### src/rtl/encrypt_mcpu.sv
// Generic FIFO: single-clock circular buffer, DEPTH a power of two.
// Latency: a pushed entry is visible at pop_dat on the edge after the push.
// Backpressure: pushes are dropped while full, pops are ignored while empty.
module encrypt_fifo #(
    parameter int DEPTH = 4,
    parameter int W     = 8
) (
    input  logic         clk,
    input  logic         reset_n,
    input  logic         push_vld,
    input  logic [W-1:0] push_dat,
    input  logic         pop_rdy,
    output logic [W-1:0] pop_dat,
    output logic         full,
    output logic         empty
);
    localparam int AW = (DEPTH > 1) ? $clog2(DEPTH) : 1;
    localparam int CW = $clog2(DEPTH + 1);

    logic [W-1:0]  mem [DEPTH];
    logic [AW-1:0] wr_ptr;
    logic [AW-1:0] rd_ptr;
    logic [CW-1:0] count;
    logic          do_push;
    logic          do_pop;

    assign full    = (count == CW'(DEPTH));
    assign empty   = (count == '0);
    assign do_push = push_vld && !full;
    assign do_pop  = pop_rdy && !empty;
    assign pop_dat = mem[rd_ptr];

    // Pointers are exactly log2(DEPTH) wide, so they wrap modulo DEPTH for free.
    always_ff @(posedge clk) begin
        if (!reset_n) begin
            wr_ptr <= '0;
            rd_ptr <= '0;
            count  <= '0;
        end else begin
            if (do_push) wr_ptr <= wr_ptr + 1'b1;
            if (do_pop)  rd_ptr <= rd_ptr + 1'b1;
            if (do_push && !do_pop)      count <= count + 1'b1;
            else if (!do_push && do_pop) count <= count - 1'b1;
        end
    end

    always_ff @(posedge clk) begin
        if (do_push) mem[wr_ptr] <= push_dat;
    end
endmodule

// Main-CPU opcode encryptor: buffers plain bytes and writes them encrypted to memory.
// Latency: a byte pushed into an idle, empty block reaches wr_req two edges later.
// Backpressure: in_ready drops while the FIFO is full; the write holds until wr_ack.
module encrypt_mcpu #(
    parameter int FIFO_DEPTH = 4
) (
    input  logic        clk,
    input  logic        reset_n,
    input  logic [7:0]  encryption,
    input  logic        in_valid,
    output logic        in_ready,
    input  logic [15:0] in_addr,
    input  logic [7:0]  in_data,
    output logic        wr_req,
    output logic [15:0] wr_addr,
    output logic [7:0]  wr_data,
    input  logic        wr_ack,
    output logic [15:0] bytes_written
);
    typedef struct packed {
        logic [15:0] addr;
        logic [7:0]  dat;
    } entry_t;

    typedef enum logic {S_IDLE, S_REQ} state_t;

    state_t state_q, state_d;
    entry_t push_entry;
    entry_t head;
    logic   fifo_full;
    logic   fifo_empty;
    logic   ready_en;
    logic   push;
    logic   load;
    logic   ack_req;
    logic [7:0] enc_dat;

    // Encryption is applied before buffering so later scheme changes cannot touch queued bytes.
    always_comb begin
        enc_dat = in_data;
        if (encryption == 8'd1 || encryption == 8'd2) begin
            enc_dat[6:1] = {in_data[2], in_data[5], in_data[1], in_data[3], in_data[6], in_data[4]};
            if (!in_addr[13]) begin
                enc_dat[7] = ~in_data[7];
                enc_dat[0] = ~in_data[0];
            end else if (!in_addr[2]) begin
                enc_dat[7] = ~in_data[0];
                enc_dat[0] = ~in_data[7];
            end else begin
                enc_dat[7] = in_data[0];
                enc_dat[0] = in_data[7];
            end
        end
    end

    assign push_entry = '{addr: in_addr, dat: enc_dat};
    assign in_ready   = ready_en && !fifo_full;
    assign push       = in_valid && in_ready;

    encrypt_fifo #(
        .DEPTH (FIFO_DEPTH),
        .W     ($bits(entry_t))
    ) u_fifo (
        .clk      (clk),
        .reset_n  (reset_n),
        .push_vld (push),
        .push_dat (push_entry),
        .pop_rdy  (load),
        .pop_dat  (head),
        .full     (fifo_full),
        .empty    (fifo_empty)
    );

    always_ff @(posedge clk) begin
        if (!reset_n) state_q <= S_IDLE;
        else          state_q <= state_d;
    end

    always_comb begin
        state_d = state_q;
        case (state_q)
            S_IDLE:  if (!fifo_empty)          state_d = S_REQ;
            S_REQ:   if (wr_ack && fifo_empty) state_d = S_IDLE;
            default: state_d = S_IDLE;
        endcase
    end

    // A load is also the FIFO pop; acks seen in IDLE are ignored.
    always_comb begin
        ack_req = (state_q == S_REQ) && wr_ack;
        load    = !fifo_empty && ((state_q == S_IDLE) || ack_req);
    end

    assign wr_req = (state_q == S_REQ);

    always_ff @(posedge clk) begin
        if (!reset_n) begin
            wr_addr       <= '0;
            wr_data       <= '0;
            bytes_written <= '0;
            ready_en      <= 1'b0;
        end else begin
            ready_en <= 1'b1;
            if (load) begin
                wr_addr <= head.addr;
                wr_data <= head.dat;
            end
            if (ack_req) bytes_written <= bytes_written + 16'd1;
        end
    end
endmodule

### config.mk
export PLATFORM = sky130hd
export DESIGN_NAME = encrypt_mcpu
export DESIGN_NICKNAME = d
export VERILOG_FILES = /design/src/rtl/encrypt_mcpu.sv
export SDC_FILE = /design/constraint.sdc
export NUM_CORES = 1
export LEC_CHECK = 0
export ABC_AREA = 1
export CORE_ASPECT_RATIO = 1.25
export CORE_UTILIZATION = 55
export CTS_BUF_LIST = sky130_fd_sc_hd__clkbuf_16
export DETAILED_ROUTE_END_ITERATION = 8
export HOLD_SLACK_MARGIN = 0.03
export PLACE_DENSITY = 0.8
export SLEW_MARGIN = 20
export SYNTH_ARGS = -nofsm -noshare
export SYNTH_HDL_FRONTEND = slang
export SYNTH_SLANG_ARGS = --single-unit
### constraint.sdc
create_clock -name clk -period 5.3 [get_ports clk]
set_clock_uncertainty 0.1 [all_clocks]
set_input_delay 1.06 -clock clk [delete_from_list [all_inputs] [get_ports clk]]
set_output_delay 1.06 -clock clk [all_outputs]
set_load 0.1 [all_outputs]
==> reports/summary.txt, run 1 <==
layout cell share with drive strength beyond 1 = 6.53%
first-pass GRT wire length = 20100 microns
post-route ant nets = 0
FF-to-FF setup slack = 2.86 ns
Num CTS Buffers = 17
Clock transition at path regs = 0.06 ns
# diodes = 0
Die X-Extent = 93.4 microns
most frequent cell after synthesis = nor2_1
# setup viols final = 0
port bufs = 77
Yosys reg bits = 145
WHS Path Cells = 2
Yosys cell types = 25
most frequent cells after synthesis = nor2_1, edfxtp_1, o21ai_0
total power = 4.42 mW
Slew @ Worst Pin = 0.983 ns
number of vias per cell = 5.51
setup bufs post-CTS = 0
f_max = 0.298 GHz
CP Launch Type = flip-flop
Worst EP arrival = 2.20 ns
Final #Nets = 673
clk sinks = 145
Final Cycle Share = 63.3%
H-tree depth = 4
FFs w/ async S/R, synth = 0%
Max FO, Critical Path = 4
I/O Pins = 78
Critical R2R Launch = u_fifo.rd_ptr[1]
1st-pass router iterations = 5
# resized after CTS = 0
Non-Filler Instances = 772
worst ir drop on vdd = 0.477 mV
Finished Core Util = 71.5%
floorplan row count = 41
DRC = 0
mapped cell area = 5740 sq um
Starting Density = 56.8%
Worst Setup SP = u_fifo.count[0]
Tightest Hold Check Type = flip-flop to flip-flop
CTS tree = built
die height = 116 microns
grt total ovfl = 0
worst skew pair latency = 0.41 ns
Worst R2R End = wr_data[3]
Synth Area per Inst = 10.4 sq um
Area growth syn-to-layout = 25.9%
share of the synthesized area in the top cell type = 50.2%
Setup Total Neg Slack = 0 ns
GRT Resource Usage Total = 24.8%
Seq/Total Area, Yosys = 67.3%
Post-CTS Hold Fix Bufs = 0
final hold violation count = 0
Core Region = 10100 sq um
via count = 4250
DP Cell Count = 740
synthesized instance count = 552
dpl hpwl = 7150 microns
maximum clock path buffer count = 2
Max Cap Viol = 0
gpl congestion = 0.806
critical path required time = 4.14 ns
Static Leak = 2.62 nW
Post-synth EDFFs = 96
kind of critical path = flip-flop to primary output
power per cell area = 611 nW/um^2
final wirelength = 12400 microns
hold path start = u_fifo.count[2]
Post-Syn Nets = 595
die area = 10800 sq um
wire length per cell = 16.1 microns
RSZ-0062 raised after global routing = false
min Tclk post-route = 3.36 ns
Area contributors post-synth = edfxtp_1, dfxtp_1, nor2_1
Slew headroom = 34.3%
worst hold path endpoint = u_fifo.count[2]
main flop type after synthesis = edfxtp_1
Setup crit end kind = primary output
Starting DRT DRC Count = 338
antenna violations before repair = 0
max-slew violations = 0
Synth warnings = 0
R2R depth = 5
largest net degree at the start of global routing = 52
post-synth top area cell = edfxtp_1
status = finished clean
Root Driver = clkbuf_16
vias in the first global route = 4233
==> cells by family after synthesis <==
group / after synthesis / share of synthesized area, %
and+or+nand+nor: 195 / 13.5
DFF: 145 / 67.3
AOI/OAI and AO/OA: 138 / 12.6
buffers and inverters: 65 / 4.58
adders and majority gates: 7 / 1.66
xor gates and xnor gates: 2 / 0.305
==> cell usage in the layout (no fill, tap or decap), drive strengths merged, types with 12 or more instances in the layout <==
master         count
clkdlybuf4s50     77
o21ai             93
nand2             40
dfxtp             49
inv               43
nand3             12
clkbuf            17
nor2             135
edfxtp            96
a21oi             20
o22ai             24
==> worst max-delay path, stage by stage, from the launching register on <==
cell and delay, ns:
dfxtp_1 0.35, inv_1 0.09, nand3_1 0.10, and2_1 0.12, clkdlybuf4s50_1 1.12
==> worst max path at each step <==
stage,to,slack [ns],cells after the start
global route,in_ready,1.83,4
floorplan,u_fifo.mem[0][0],2.47,2
detailed placement,u_fifo.count[2],1.96,10
global placement,u_fifo.count[2],2.02,10
CTS,in_ready,1.91,4
finish,in_ready,1.94,4
==> power by group <==
group	switching [mW]	total [mW]	internal [mW]
Sequential	0.0957	1.46	1.37
Combinational	1.33	1.75	0.414
Clock	0.434	1.21	0.775
Total	1.86	4.42	2.55
==> state kept, by name (all words and copies together), names as in the netlist, 2 cells and up <==
signal / cells
bytes_written: 16
u_fifo.mem: 96
u_fifo.wr_ptr: 2
wr_addr: 16
u_fifo.count: 3
u_fifo.rd_ptr: 2
wr_data: 8
==> cell type report <==
class                      instances  area (sq um)
clock buffer                      17           425
clock inverter                    15           178
fill                             682          2880
tap                              129           161
sequential                       145          3860
multi-input combinational        342          1630
timing repair buffer              84           823
inverter                          40           150
==> routing by layer <==
layer	GRT usage (%)	vias up	part of all wire (%)
met5	0	-	0
li1	-	2049	-
met2	43.8	166	53
met4	11.6	0	2.0
met1	29.1	2011	39
met3	5.14	24	6.1
==> per-stage QoR <==
| stage | hold slack [ns] | worst slack [ns] | cell area [sq um] |
|---|---|---|---|
| floorplan | 0.359 | 2.47 | 5740 |
| global placement | 0.372 | 2.02 | 6630 |
| detailed placement | 0.385 | 1.96 | 6630 |
| CTS | 0.395 | 1.91 | 7230 |
| global route | 0.444 | 1.83 | 7230 |
| finish | 0.403 | 1.94 | 7230 |
Power figures use the tool's default switching activity.
==> inputs of run 2 (changes only) <==
--- a/config.mk
+++ b/config.mk
@@ -7,11 +7,11 @@
 export LEC_CHECK = 0
 export ABC_AREA = 1
 export CORE_ASPECT_RATIO = 1.25
-export CORE_UTILIZATION = 55
+export CORE_UTILIZATION = 49
 export CTS_BUF_LIST = sky130_fd_sc_hd__clkbuf_16
 export DETAILED_ROUTE_END_ITERATION = 8
 export HOLD_SLACK_MARGIN = 0.03
-export PLACE_DENSITY = 0.8
+export PLACE_DENSITY = 0.75
 export SLEW_MARGIN = 20
 export SYNTH_ARGS = -nofsm -noshare
 export SYNTH_HDL_FRONTEND = slang
==> constraint.sdc (replaced) <==
create_clock -name clk -period 2.98 [get_ports clk]
set_clock_uncertainty 0.1 [all_clocks]
set_input_delay 0.596 -clock clk [delete_from_list [all_inputs] [get_ports clk]]
set_output_delay 0.596 -clock clk [all_outputs]
set_load 0.1 [all_outputs]
==> run 2 against run 1 <==
Compared with the run above: sequential share of layout area up 1.1 points; non-clock buffer count increased by 8; via count rose by 2.8%; design area decreased by 2.1%; clock-buffer cell count stayed put; flip-flop and latch count stayed put; critical path depth grew 2; routed wire length increased by 1.3%; sequential power grew 79%; largest cell class unchanged; largest power group unchanged.
==> reports/summary.txt, run 2 (synthesized netlist as in run 1, its figures left out) <==
R2R depth = 7 (+2)
Setup crit end kind = flip-flop
critical path required time = 3.18 ns (-0.96 ns)
# diodes = 0 (unchanged)
dpl hpwl = 7820 microns (+9.4%)
via count = 4367 (+2.8%)
antenna violations before repair = 0 (unchanged)
DRC = 0 (unchanged)
post-route ant nets = 0 (unchanged)
max-slew violations = 0 (unchanged)
wire length per cell = 16.0 microns (-0.51%)
# resized after CTS = 0 (unchanged)
final wirelength = 12600 microns (+1.3%)
number of vias per cell = 5.56 (+0.92%)
Worst Setup SP = wr_ack
power per cell area = 1050 nW/um^2 (+72%)
kind of critical path = input port to flip-flop
Slew @ Worst Pin = 0.854 ns (-0.129 ns)
maximum clock path buffer count = 2 (unchanged)
gpl congestion = 0.762 (-5.4%)
Starting DRT DRC Count = 267 (-21%)
layout cell share with drive strength beyond 1 = 13.8% (+7.3 points)
status = finished clean
die height = 123 microns (+5.8%)
most flop-heavy register = u_fifo.mem
Tightest Hold Check Type = flip-flop to flip-flop
Non-Filler Instances = 786 (+1.8%)
Setup Total Neg Slack = 0 ns (unchanged)
Static Leak = 2.70 nW (+3.1%)
worst skew pair latency = 0.41 ns (about the same)
H-tree depth = 4 (unchanged)
Largest regs = u_fifo.mem x96, bytes_written x16, wr_addr x16
Area growth syn-to-layout = 23.3%
Worst EP arrival = 2.40 ns (+0.20 ns)
first-pass GRT wire length = 19700 microns (-2.0%)
Final #Nets = 681 (+1.2%)
f_max = 0.454 GHz
Clock transition at path regs = 0.06 ns (about the same)
Max FO, Critical Path = 28 (+24)
max reg flops = 96 (unchanged)
Worst R2R End = wr_addr[8]
worst ir drop on vdd = 0.699 mV (+46%)
Core Region = 11200 sq um (+11%)
DP Cell Count = 754 (+1.9%)
FF-to-FF setup slack = 0.96 ns (-1.90 ns)
1st-pass router iterations = 4 (-1)
most frequent cells in the layout = nor2_1, edfxtp_1, o21ai_0
port bufs = 77 (unchanged)
Critical R2R Launch = u_fifo.count[0]
GRT Resource Usage Total = 21.7% (-3.1 points)
end of the critical path = wr_addr[8]
Root Driver = clkbuf_16
Num CTS Buffers = 17 (unchanged)
die area = 12200 sq um (+12%)
CTS tree = built
final hold violation count = 0 (unchanged)
clk sinks = 145 (unchanged)
Post-CTS Hold Fix Bufs = 0 (unchanged)
Starting Density = 51.0% (-5.8 points)
# setup viols final = 0 (unchanged)
setup bufs post-CTS = 0 (unchanged)
total power = 7.43 mW (+68%)
grt total ovfl = 0 (unchanged)
CP Launch Type = input port
Die X-Extent = 98.8 microns (+5.8%)
most common cell after layout, fill and taps aside = nor2_1
Max Cap Viol = 0 (unchanged)
floorplan row count = 43 (+4.9%)
I/O Pins = 78 (unchanged)
Slew headroom = 43.0% (+8.7 points)
min Tclk post-route = 2.20 ns
Final Cycle Share = 73.9%
vias in the first global route = 4144 (-2.1%)
largest net degree at the start of global routing = 52 (unchanged)
RSZ-0062 raised after global routing = false
-- run 2: changes by cell type in the layout (fill, tap and decap cells not counted), sizes merged --
cell and delta:
clkinv +6, bufinv -4, buf +50, clkinvlp -3
inv +1, clkdlybuf4s50 -42
-- run 2: worst min-delay path by stage --
stage / start / end / slack [ns] / depth (start not counted)
2_1_floorplan: u_fifo.count[2] / u_fifo.count[2] / 0.36 / 2
3_5_place_dp: bytes_written[3] / bytes_written[3] / 0.38 / 1
6_report: bytes_written[5] / bytes_written[5] / 0.40 / 2
4_1_cts: bytes_written[5] / bytes_written[5] / 0.40 / 2
3_3_place_gp: bytes_written[3] / bytes_written[3] / 0.37 / 1
5_1_grt: u_fifo.count[2] / u_fifo.count[2] / 0.42 / 2
-- run 2: where the power goes --
part / internal (mW) / switching [mW]
sequential: 2.43 / 0.178
clock: 1.02 / 0.745
combinational: 0.685 / 2.37
total: 4.14 / 3.29
-- run 2: area by class of cell --
class | count | area (sq um)
clock buffers | 17 | 425
clock inverters | 15 | 63.8
fillers | 886 | 4170
inverters | 40 | 150
multi-input cells | 342 | 1630
flip-flops and latches | 145 | 3860
well taps | 135 | 169
repair buffers | 92 | 778
-- run 2: worst max-delay path: stages --
cell	delay [ns]
clkdlybuf4s50_1	0.47
o21ai_2	0.16
buf_4	0.34
inv_1	0.41
o21ai_0	0.33
nor2_1	0.08
-- run 2: layer usage --
| layer | global-route usage, % | share of wire, % |
|---|---|---|
| met1 | 23.5 | 40 |
| met3 | 4.35 | 4.9 |
| met2 | 40.2 | 53 |
| met5 | 0 | 0 |
| met4 | 11.4 | 2.0 |
-- run 2: through the flow --
stage | cell area (sq um) | hold WS (ns) | utilization, % | setup slack (ns)
floorplan | 5740 | 0.359 | - | 0.162
global placement | 6590 | 0.369 | 58.6 | 0.433
detailed placement | 6590 | 0.383 | 58.6 | 0.371
CTS | 7080 | 0.398 | 62.9 | 0.760
global route | 7080 | 0.421 | 62.9 | 0.585
finish | 7080 | 0.400 | 62.9 | 0.778
